--- src/rtl/change_dispenser_pkg.sv ---
// change_dispenser_pkg: FSM encoding and coin unit values (units of 5c) for the change dispenser
package change_dispenser_pkg;
  typedef enum logic [2:0] {IDLE, DEDUCT, SETTLE, VEND_DONE, RET_CHK, RET_WAIT} state_t;
  localparam int WIDTH_DEF = 6;
  localparam int PRICE_DEF = 13;
  localparam int U_QUARTER = 5;
  localparam int U_DIME    = 2;
  localparam int U_NICKEL  = 1;
endpackage

--- src/rtl/change_dispenser_if.sv ---
// change_dispenser_if: credit/request inputs and coin pulse outputs between dispenser and counter side
interface change_dispenser_if #(parameter int WIDTH = 6);
  logic [WIDTH-1:0] coin_count;
  logic select, coin_return;
  logic down_25, down_10, down_5;
  logic eject_q, eject_d, eject_n;
  logic vend, deny, coin_block;
  modport master (
    input  coin_count, select, coin_return,
    output down_25, down_10, down_5, eject_q, eject_d, eject_n, vend, deny, coin_block
  );
  modport slave (
    output coin_count, select, coin_return,
    input  down_25, down_10, down_5, eject_q, eject_d, eject_n, vend, deny, coin_block
  );
endinterface

--- src/rtl/change_dispenser_coin_picker.sv ---
// coin_picker: greedy one-hot {quarter, dime, nickel} choice for a value in nickel units
module coin_picker
  import change_dispenser_pkg::*;
#(
  parameter int WIDTH = 6
) (
  input  logic [WIDTH-1:0] value_i,
  output logic [2:0]       pick_o
);
  always_comb
    pick_o = value_i >= WIDTH'(U_QUARTER) ? 3'b100 :
             value_i >= WIDTH'(U_DIME)    ? 3'b010 :
             value_i != '0                ? 3'b001 : 3'b000;
endmodule

--- src/rtl/change_dispenser.sv ---
// change_dispenser: deducts PRICE from the credit counter and vends, or greedily returns credit as coins.
// Define AUTO_CHANGE_EN to eject the remaining credit automatically after each vend.
module change_dispenser
  import change_dispenser_pkg::*;
#(
  parameter int WIDTH = WIDTH_DEF,
  parameter int PRICE = PRICE_DEF
) (
  input logic clk,
  input logic reset,
  change_dispenser_if.master bus
);
  state_t           state_q, state_d;
  logic [WIDTH-1:0] rem_q, rem_d, pick_v, pick_u;
  logic [2:0]       pick, dn_q, dn_d, ej_q, ej_d;
  logic             vend_q, vend_d, deny_q, deny_d, blk_q;

  // one shared picker: deduction walks the price, return walks the live credit
  assign pick_v = (state_q == DEDUCT) ? rem_q : bus.coin_count;
  coin_picker #(.WIDTH(WIDTH)) u_picker (.value_i(pick_v), .pick_o(pick));
  assign pick_u = pick[2] ? WIDTH'(U_QUARTER) : pick[1] ? WIDTH'(U_DIME) : pick[0] ? WIDTH'(U_NICKEL) : '0;

  always_comb begin
    state_d = state_q;
    rem_d   = rem_q;
    dn_d    = '0;
    ej_d    = '0;
    vend_d  = 1'b0;
    deny_d  = 1'b0;
    case (state_q)
      IDLE:
        if (bus.coin_return) state_d = RET_CHK;
        else if (bus.select) begin
          if (bus.coin_count >= WIDTH'(PRICE)) begin
            rem_d   = WIDTH'(PRICE);
            state_d = DEDUCT;
          end else deny_d = 1'b1;
        end
      DEDUCT: begin
        dn_d    = pick;
        rem_d   = rem_q - pick_u;
        state_d = (rem_d == '0) ? SETTLE : DEDUCT;
      end
      SETTLE: begin
        vend_d  = 1'b1;
        state_d = VEND_DONE;
      end
`ifdef AUTO_CHANGE_EN
      VEND_DONE: state_d = RET_CHK;
`else
      VEND_DONE: state_d = IDLE;
`endif
      RET_CHK:
        if (bus.coin_count == '0) state_d = IDLE;
        else begin
          dn_d    = pick;
          ej_d    = pick;
          state_d = RET_WAIT;
        end
      RET_WAIT: state_d = RET_CHK;
      default:  state_d = IDLE;
    endcase
  end

  always_ff @(posedge clk or posedge reset)
    if (reset) begin
      state_q <= IDLE;
      rem_q   <= '0;
      dn_q    <= '0;
      ej_q    <= '0;
      vend_q  <= 1'b0;
      deny_q  <= 1'b0;
      blk_q   <= 1'b0;
    end else begin
      state_q <= state_d;
      rem_q   <= rem_d;
      dn_q    <= dn_d;
      ej_q    <= ej_d;
      vend_q  <= vend_d;
      deny_q  <= deny_d;
      blk_q   <= state_d != IDLE;
    end

  assign {bus.down_25, bus.down_10, bus.down_5} = dn_q;
  assign {bus.eject_q, bus.eject_d, bus.eject_n} = ej_q;
  assign bus.vend       = vend_q;
  assign bus.deny       = deny_q;
  assign bus.coin_block = blk_q;
endmodule

--- src/flat_wrapper.sv ---
// flat-port wrapper written by rule: the top's interface ports become plain ports
module change_dispenser_flat import change_dispenser_pkg::*;
#(
  parameter int WIDTH = WIDTH_DEF,
  parameter int PRICE = PRICE_DEF
)
  (clk, reset, bus_coin_count, bus_select, bus_coin_return, bus_down_25, bus_down_10, bus_down_5, bus_eject_q, bus_eject_d, bus_eject_n, bus_vend, bus_deny, bus_coin_block);
  change_dispenser_if #(.WIDTH(WIDTH)) bus_i ();
  input logic clk;
  input logic reset;
  input wire logic [$bits(bus_i.coin_count)-1:0] bus_coin_count;
  input wire logic [$bits(bus_i.select)-1:0] bus_select;
  input wire logic [$bits(bus_i.coin_return)-1:0] bus_coin_return;
  output wire logic [$bits(bus_i.down_25)-1:0] bus_down_25;
  output wire logic [$bits(bus_i.down_10)-1:0] bus_down_10;
  output wire logic [$bits(bus_i.down_5)-1:0] bus_down_5;
  output wire logic [$bits(bus_i.eject_q)-1:0] bus_eject_q;
  output wire logic [$bits(bus_i.eject_d)-1:0] bus_eject_d;
  output wire logic [$bits(bus_i.eject_n)-1:0] bus_eject_n;
  output wire logic [$bits(bus_i.vend)-1:0] bus_vend;
  output wire logic [$bits(bus_i.deny)-1:0] bus_deny;
  output wire logic [$bits(bus_i.coin_block)-1:0] bus_coin_block;
  assign bus_i.coin_count = bus_coin_count;
  assign bus_i.select = bus_select;
  assign bus_i.coin_return = bus_coin_return;
  assign bus_down_25 = bus_i.down_25;
  assign bus_down_10 = bus_i.down_10;
  assign bus_down_5 = bus_i.down_5;
  assign bus_eject_q = bus_i.eject_q;
  assign bus_eject_d = bus_i.eject_d;
  assign bus_eject_n = bus_i.eject_n;
  assign bus_vend = bus_i.vend;
  assign bus_deny = bus_i.deny;
  assign bus_coin_block = bus_i.coin_block;
  change_dispenser #(.WIDTH(WIDTH), .PRICE(PRICE)) u_core (.clk(clk), .reset(reset), .bus(bus_i));
endmodule
--- config.mk ---
export PLATFORM = sky130hd
export DESIGN_NAME = change_dispenser_flat
export DESIGN_NICKNAME = d
export VERILOG_FILES = /design/src/rtl/change_dispenser_pkg.sv /design/src/rtl/change_dispenser_if.sv /design/src/rtl/change_dispenser_coin_picker.sv /design/src/rtl/change_dispenser.sv /design/src/flat_wrapper.sv
export SDC_FILE = /design/constraint.sdc
export NUM_CORES = 1
export LEC_CHECK = 0
export CORE_UTILIZATION = 50
export CTS_BUF_LIST = sky130_fd_sc_hd__clkbuf_2
export DETAILED_ROUTE_END_ITERATION = 6
export PLACE_DENSITY = 0.74
export SETUP_SLACK_MARGIN = 0.15
export SYNTH_ARGS = -nofsm -noshare
export SYNTH_HDL_FRONTEND = slang
export SYNTH_SLANG_ARGS = --single-unit
--- constraint.sdc ---
create_clock -name clk -period 4.8 [get_ports clk]
set_input_delay 0.96 -clock clk [delete_from_list [all_inputs] [get_ports clk]]
set_output_delay 0.96 -clock clk [all_outputs]
set_load 0.01 [all_outputs]
* Yosys cells after proc, flatten, opt, wreduce, memory -nomap -nowiden
Cells that the tools add are included.
W data, S select, Z words.
** Cells by class
- Add/subtract/negate cells :: 1
- Multiply operators :: 0
- Divide/modulo/power cells :: 0
- $lt $le $gt $ge :: 3
- Eq/ne operators :: 7
- Shift-type cells :: 0
- Muxes and demuxes :: 25
- Bitwise operators :: 0
- Reductions and logical operators :: 7
** Operator list (count)
- $mux W6 :: 6
- $mux W3 :: 7
- $pmux W3 S5 :: 1
- $logic_not A6 Y1 :: 2
- $pmux W6 S2 :: 1
- $mux W1 :: 7
- $eq A3 B3 Y1 const B :: 2
- $ge A6 B2 Y1 const B :: 1
- $ge A6 B3 Y1 const B :: 1
- $ge A6 B4 Y1 const B :: 1
- $pmux W3 S2 :: 1
- $reduce_bool A6 Y1 :: 1
- $sub A6 B6 Y6 :: 1
- $mux W2 :: 2
- $ne A2 B2 Y1 const B :: 2
- $reduce_and A4 Y1 :: 1
- $eq A3 B1 Y1 const B :: 1
- $eq A3 B2 Y1 const B :: 1
- $logic_not A3 Y1 :: 1
- $reduce_bool A3 Y1 :: 1
- $ne A2 B1 Y1 const B :: 1
- $reduce_bool A2 Y1 :: 1
** Word-level totals
- Register bits after elaboration :: 18
- Latch bits :: 0
- RAM bits :: 0
- Memory bits (read-only) :: 0
- Input bits :: 10
- Output and inout bits :: 9
- Memories kept :: 0

* Longest topological paths before layout
- Word-level depth :: 14
- Mapped depth :: 13
- Depth with buffers taken out :: 11

* Hierarchy
Synthesis repeated with hierarchy kept, for this count alone.
** Second synthesis, totals
- Cell total of the unflattened synthesis :: 113
- Area, all modules :: 1061.0 um2
** Modules (own cells, without submodules)
- change_dispenser :: instances 1, cells an instance 106, area each 1003.5 um2
- coin_picker :: instances 1, cells an instance 7, area each 57.6 um2

* Least setup slack after synthesis
No wires, ideal clock.
- Path kind :: input-to-reg
- Start :: input port bus_coin_count[1]
- End :: register u_core.state_q[0]
- Setup time :: 0.136 ns
- Arrival :: 2.910 ns
- Required time :: 4.664 ns
- Setup slack :: 1.755 ns
- Cell stages on the path :: 10
- Buffers on the path :: 0
- Cell sequence :: nor4_1 > o22ai_1 > nand2_1 > ha_1 > inv_1 > fa_1 > a211oi_1 > xnor2_1 > a41o_2 > nand4_1
** Between the ends
- Word-level cells in the longest chain between the ends :: 12
** Ends and longest elaborated chain
- start, declared :: line flat_wrapper.sv:11 : input wire logic [$bits(bus_i.coin_count)-1:0] bus_coin_count;
- parallel branches: the longest is 11 deep, another holds $ge A6 B2 Y1
- $pmux W3 S5 (*) :: line change_dispenser.sv:30 : case (state_q)
- net u_core.state_d[0] :: line change_dispenser.sv:13 : state_t state_q, state_d;
- end signal, assigned :: line change_dispenser.sv:75 : state_q <= state_d;
- end, declared :: line change_dispenser.sv:13
Mark *: on every way through the listed nets, which the timed path passes.
A chain may end at the register's enable or synchronous reset.

* Worst setup path after layout
Same ends and word-level chain as after synthesis.

==> impl_results.md <==
* Max FO, Critical Path at 3
* Fin Clk Skew at 0.00714 ns
* Cell Chain, Critical Path: clkdlybuf4s50_1, nor4_1, o22ai_1, nand2_1, ha_1, inv_1, fa_1, a211oi_1, xnor2_1, a41o_2, nand4_1
* Placement Cell Area at approximately 1200 um2
* Initial antenna violation count at 0
* Sum Neg Setup Slack at 0 ns
* Register-to-Register Path Depth at 11
* Setup CP Type: in -> reg
* CTS sink cnt at 18
* Yosys cell types at 46
* DRT Pass-1 Iters at 4
* Post-CTS Resized at 0
* Core Rows at 16
* Min cycle time layout at about 3.5 ns
* TritonCTS buffer count at 3
* Chip width at around 48 um
* Stages on worst setup path at 11
* Data required time of the critical path at ~5 ns
* Buffer and inverter count on the worst path at 2
* Hpwl dp at about 1700 um
* Area share of fa/ha/maj cells after synthesis at 0.0537
* CP endpoint kind: flip-flop
* Ant diodes at 0
* Final Cycle Share at 0.739
* Max VDD drop at slightly below 0.4 mV
* Worst EP arrival at 3.73 ns
* Placer Congestion at 0.882
* Synthesis-to-finish area growth at 18.5%
* Worst slew pin tran at 0.695 ns
* Seq/Total Area, Yosys at 0.421
* Post-route ant nets at 0
* Drt total wl at 2140 um
* # nets final at approximately 140
* Number of global-route vias before repair at 767
* Slowest cell on crit path: nor4_1
* CTS tree: done
* MaxCap Viol Count at 0
* First-pass GRT wire length at between 3000 and 4000 um
* Port bufs at 18
* Clk_lat worst skew at approximately 0.30 ns
* CTS Hold Bufs at 0
* Syn avg cell area at ~9.9 um2
* Worst-path clk slew at ~0.17 ns
* Mux cell area share after synthesis at 0.0187
* Synth Area in Simple Gates at 0.238
* CP Launch Point: bus_coin_count[1]
* I/O pin cnt at 19
* Xor and xnor area share after synthesis at 0.0164
* Max-slew violations at 0
* CTS H-Tree Depth at 1
* Compound-Gate Fraction of Synth Area at 0.199
* Grt ovf at 0
* Fraction of registers with async set/reset at 1.00
* Finish-stage setup viols at 0
* Max Fclk at ~280 MHz
* Syn Nets at around 120
* Outcome: complete, no violations
* Hold crit path type: reg -> reg
* Yosys warns at 0
* Residual DRC at 0
* Vias/cell at between 5 and 6
* Root Driver: clkbuf_2
* Mapped Cells at ~110
* DRT iter0 DRCs at 21
* R2R Path Start: u_core.state_q[2]
* Vias at between 800 and 900
* CP Capture Point: u_core.state_q[0]
* Post-synth EDFFs at 0
* Starting density of the core at 0.540
* Leak Pwr at around 0.54 nW
* Startpoint types: input port
* Power Density at around 460 nW/um2
* Max incr delay on CP at 0.51 ns
* Post-CTS setup buffer count at 0
* Final Hold Fails at 0
* R2r endpoint: u_core.state_q[0]
* Tot GR Track Use at 0.213
* Maximum root-to-sink buffer count at 2
* Largest net degree at the start of global routing at 19
* Core area at roughly 2000 um2
* Avg WL per Cell at between 10 and 15 um
* Unrepaired setup endpoints after global routing: false
* Most frequent cells in the layout: clkdlybuf4s50_1, dfrtp_1, nor2_1, a21oi_1, inv_1
* Die Ht at 48.3 um
* Worst slew margin at 0.536
* Die area at roughly 2300 um2
* R2r setup slk at 1.50 ns
* Layout cells sized above 1 at 0.0873
* Min-Delay Startpoint: u_core.state_q[0]
* Largest delay share family, worst path: compound AO/OA/AOI/OAI gates
* Yosys reg bits at 18
* Main combinational cell family by area after synthesis: simple AND/OR/NAND/NOR gates
* Post-route cell area at roughly 1300 um2
* Synth Cell Area at between 1000 and 1500 um2
* Top_reg_cell synth: dfrtp_1
-- state kept, by name, indices dropped and copies added, names as in the netlist --
| register | flops |
|---|---|
| u_core.bus.coin_block | 1 |
| u_core.bus.deny | 1 |
| u_core.bus.vend | 1 |
| u_core.dn_q | 3 |
| u_core.ej_q | 3 |
| u_core.rem_q | 6 |
| u_core.state_q | 3 |
-- cell usage after synthesis, types with 2 or more instances --
| library cell | n | share of area |
|---|---|---|
| dfrtp_1 | 18 | 0.42 |
| nor2_1 | 13 | 0.046 |
| a21oi_1 | 7 | 0.033 |
| inv_1 | 6 | 0.021 |
| o21ai_0 | 5 | 0.023 |
| nand2_1 | 4 | 0.014 |
| ha_1 | 3 | 0.035 |
| a211oi_1 | 2 | 0.014 |
| a22oi_1 | 2 | 0.014 |
| and3_1 | 2 | 0.012 |
| buf_6 | 2 | 0.021 |
| mux2i_1 | 2 | 0.019 |
| nand2b_1 | 2 | 0.012 |
| nand3_1 | 2 | 0.0093 |
| nand4_1 | 2 | 0.012 |
| nor2_2 | 2 | 0.012 |
| nor3_1 | 2 | 0.0093 |
| nor3b_1 | 2 | 0.014 |
| o31ai_1 | 2 | 0.014 |
| xnor2_1 | 2 | 0.016 |
-- worst min-delay path by stage --
stage / endpoint / slack, ns / cells past startpoint
after CTS: u_core.bus.deny / 0.62 / 1
after global routing: u_core.bus.deny / 0.65 / 1
after detailed placement: u_core.bus.deny / 0.60 / 1
after floorplan: u_core.bus.deny / 0.52 / 2
final: u_core.bus.deny / 0.61 / 1
after global placement: u_core.bus.deny / 0.59 / 1
-- per-layer routing --
layer  track usage  wire length (um)  part of all wire  vias to the layer above
li1              -                 -                 -                      434
met1         0.266               915              0.43                      431
met2         0.373              1100              0.51                       25
met3        0.0333               108             0.050                        4
met4        0.0667                18            0.0084                        0
met5             0                 0                 0                        -
-- per-stage QoR --
stage,instances,power [mW],setup WS (ns),hold slack (ns),util
floorplan,108,0.437,1.75,0.519,-
global placement,149,0.509,1.13,0.590,0.631
detailed placement,149,0.510,0.993,0.604,0.631
CTS,153,0.576,1.33,0.619,0.640
global route,153,0.618,1.12,0.648,0.640
finish,153,0.579,1.26,0.613,0.640
-- logic make-up after synthesis --
kind of cell,after synthesis
mux,2
buf+inv,10
simple gates,42
flops,18
compound gates,30
fa+ha+maj,4
xor+xnor,2
-- power by group --
part / internal (mW) / switching (mW) / total, mW / leakage, nW
clock: 0.0181 / 0.0461 / 0.0642 / 0.0140
combinational: 0.130 / 0.139 / 0.269 / 0.307
sequential: 0.190 / 0.0551 / 0.245 / 0.223
total: 0.339 / 0.240 / 0.579 / 0.544
-- layout make-up --
| class | instances | area [um2] |
|---|---|---|
| Clock buffer | 3 | 15.0 |
| Clock inverter | 1 | 3.75 |
| Fill cell | 171 | 713 |
| Inverter | 6 | 22.5 |
| Multi-Input combinational cell | 80 | 563 |
| Sequential cell | 18 | 450 |
| Tap cell | 27 | 33.8 |
| Timing Repair Buffer | 18 | 180 |
Power figures use the tool's default switching activity.
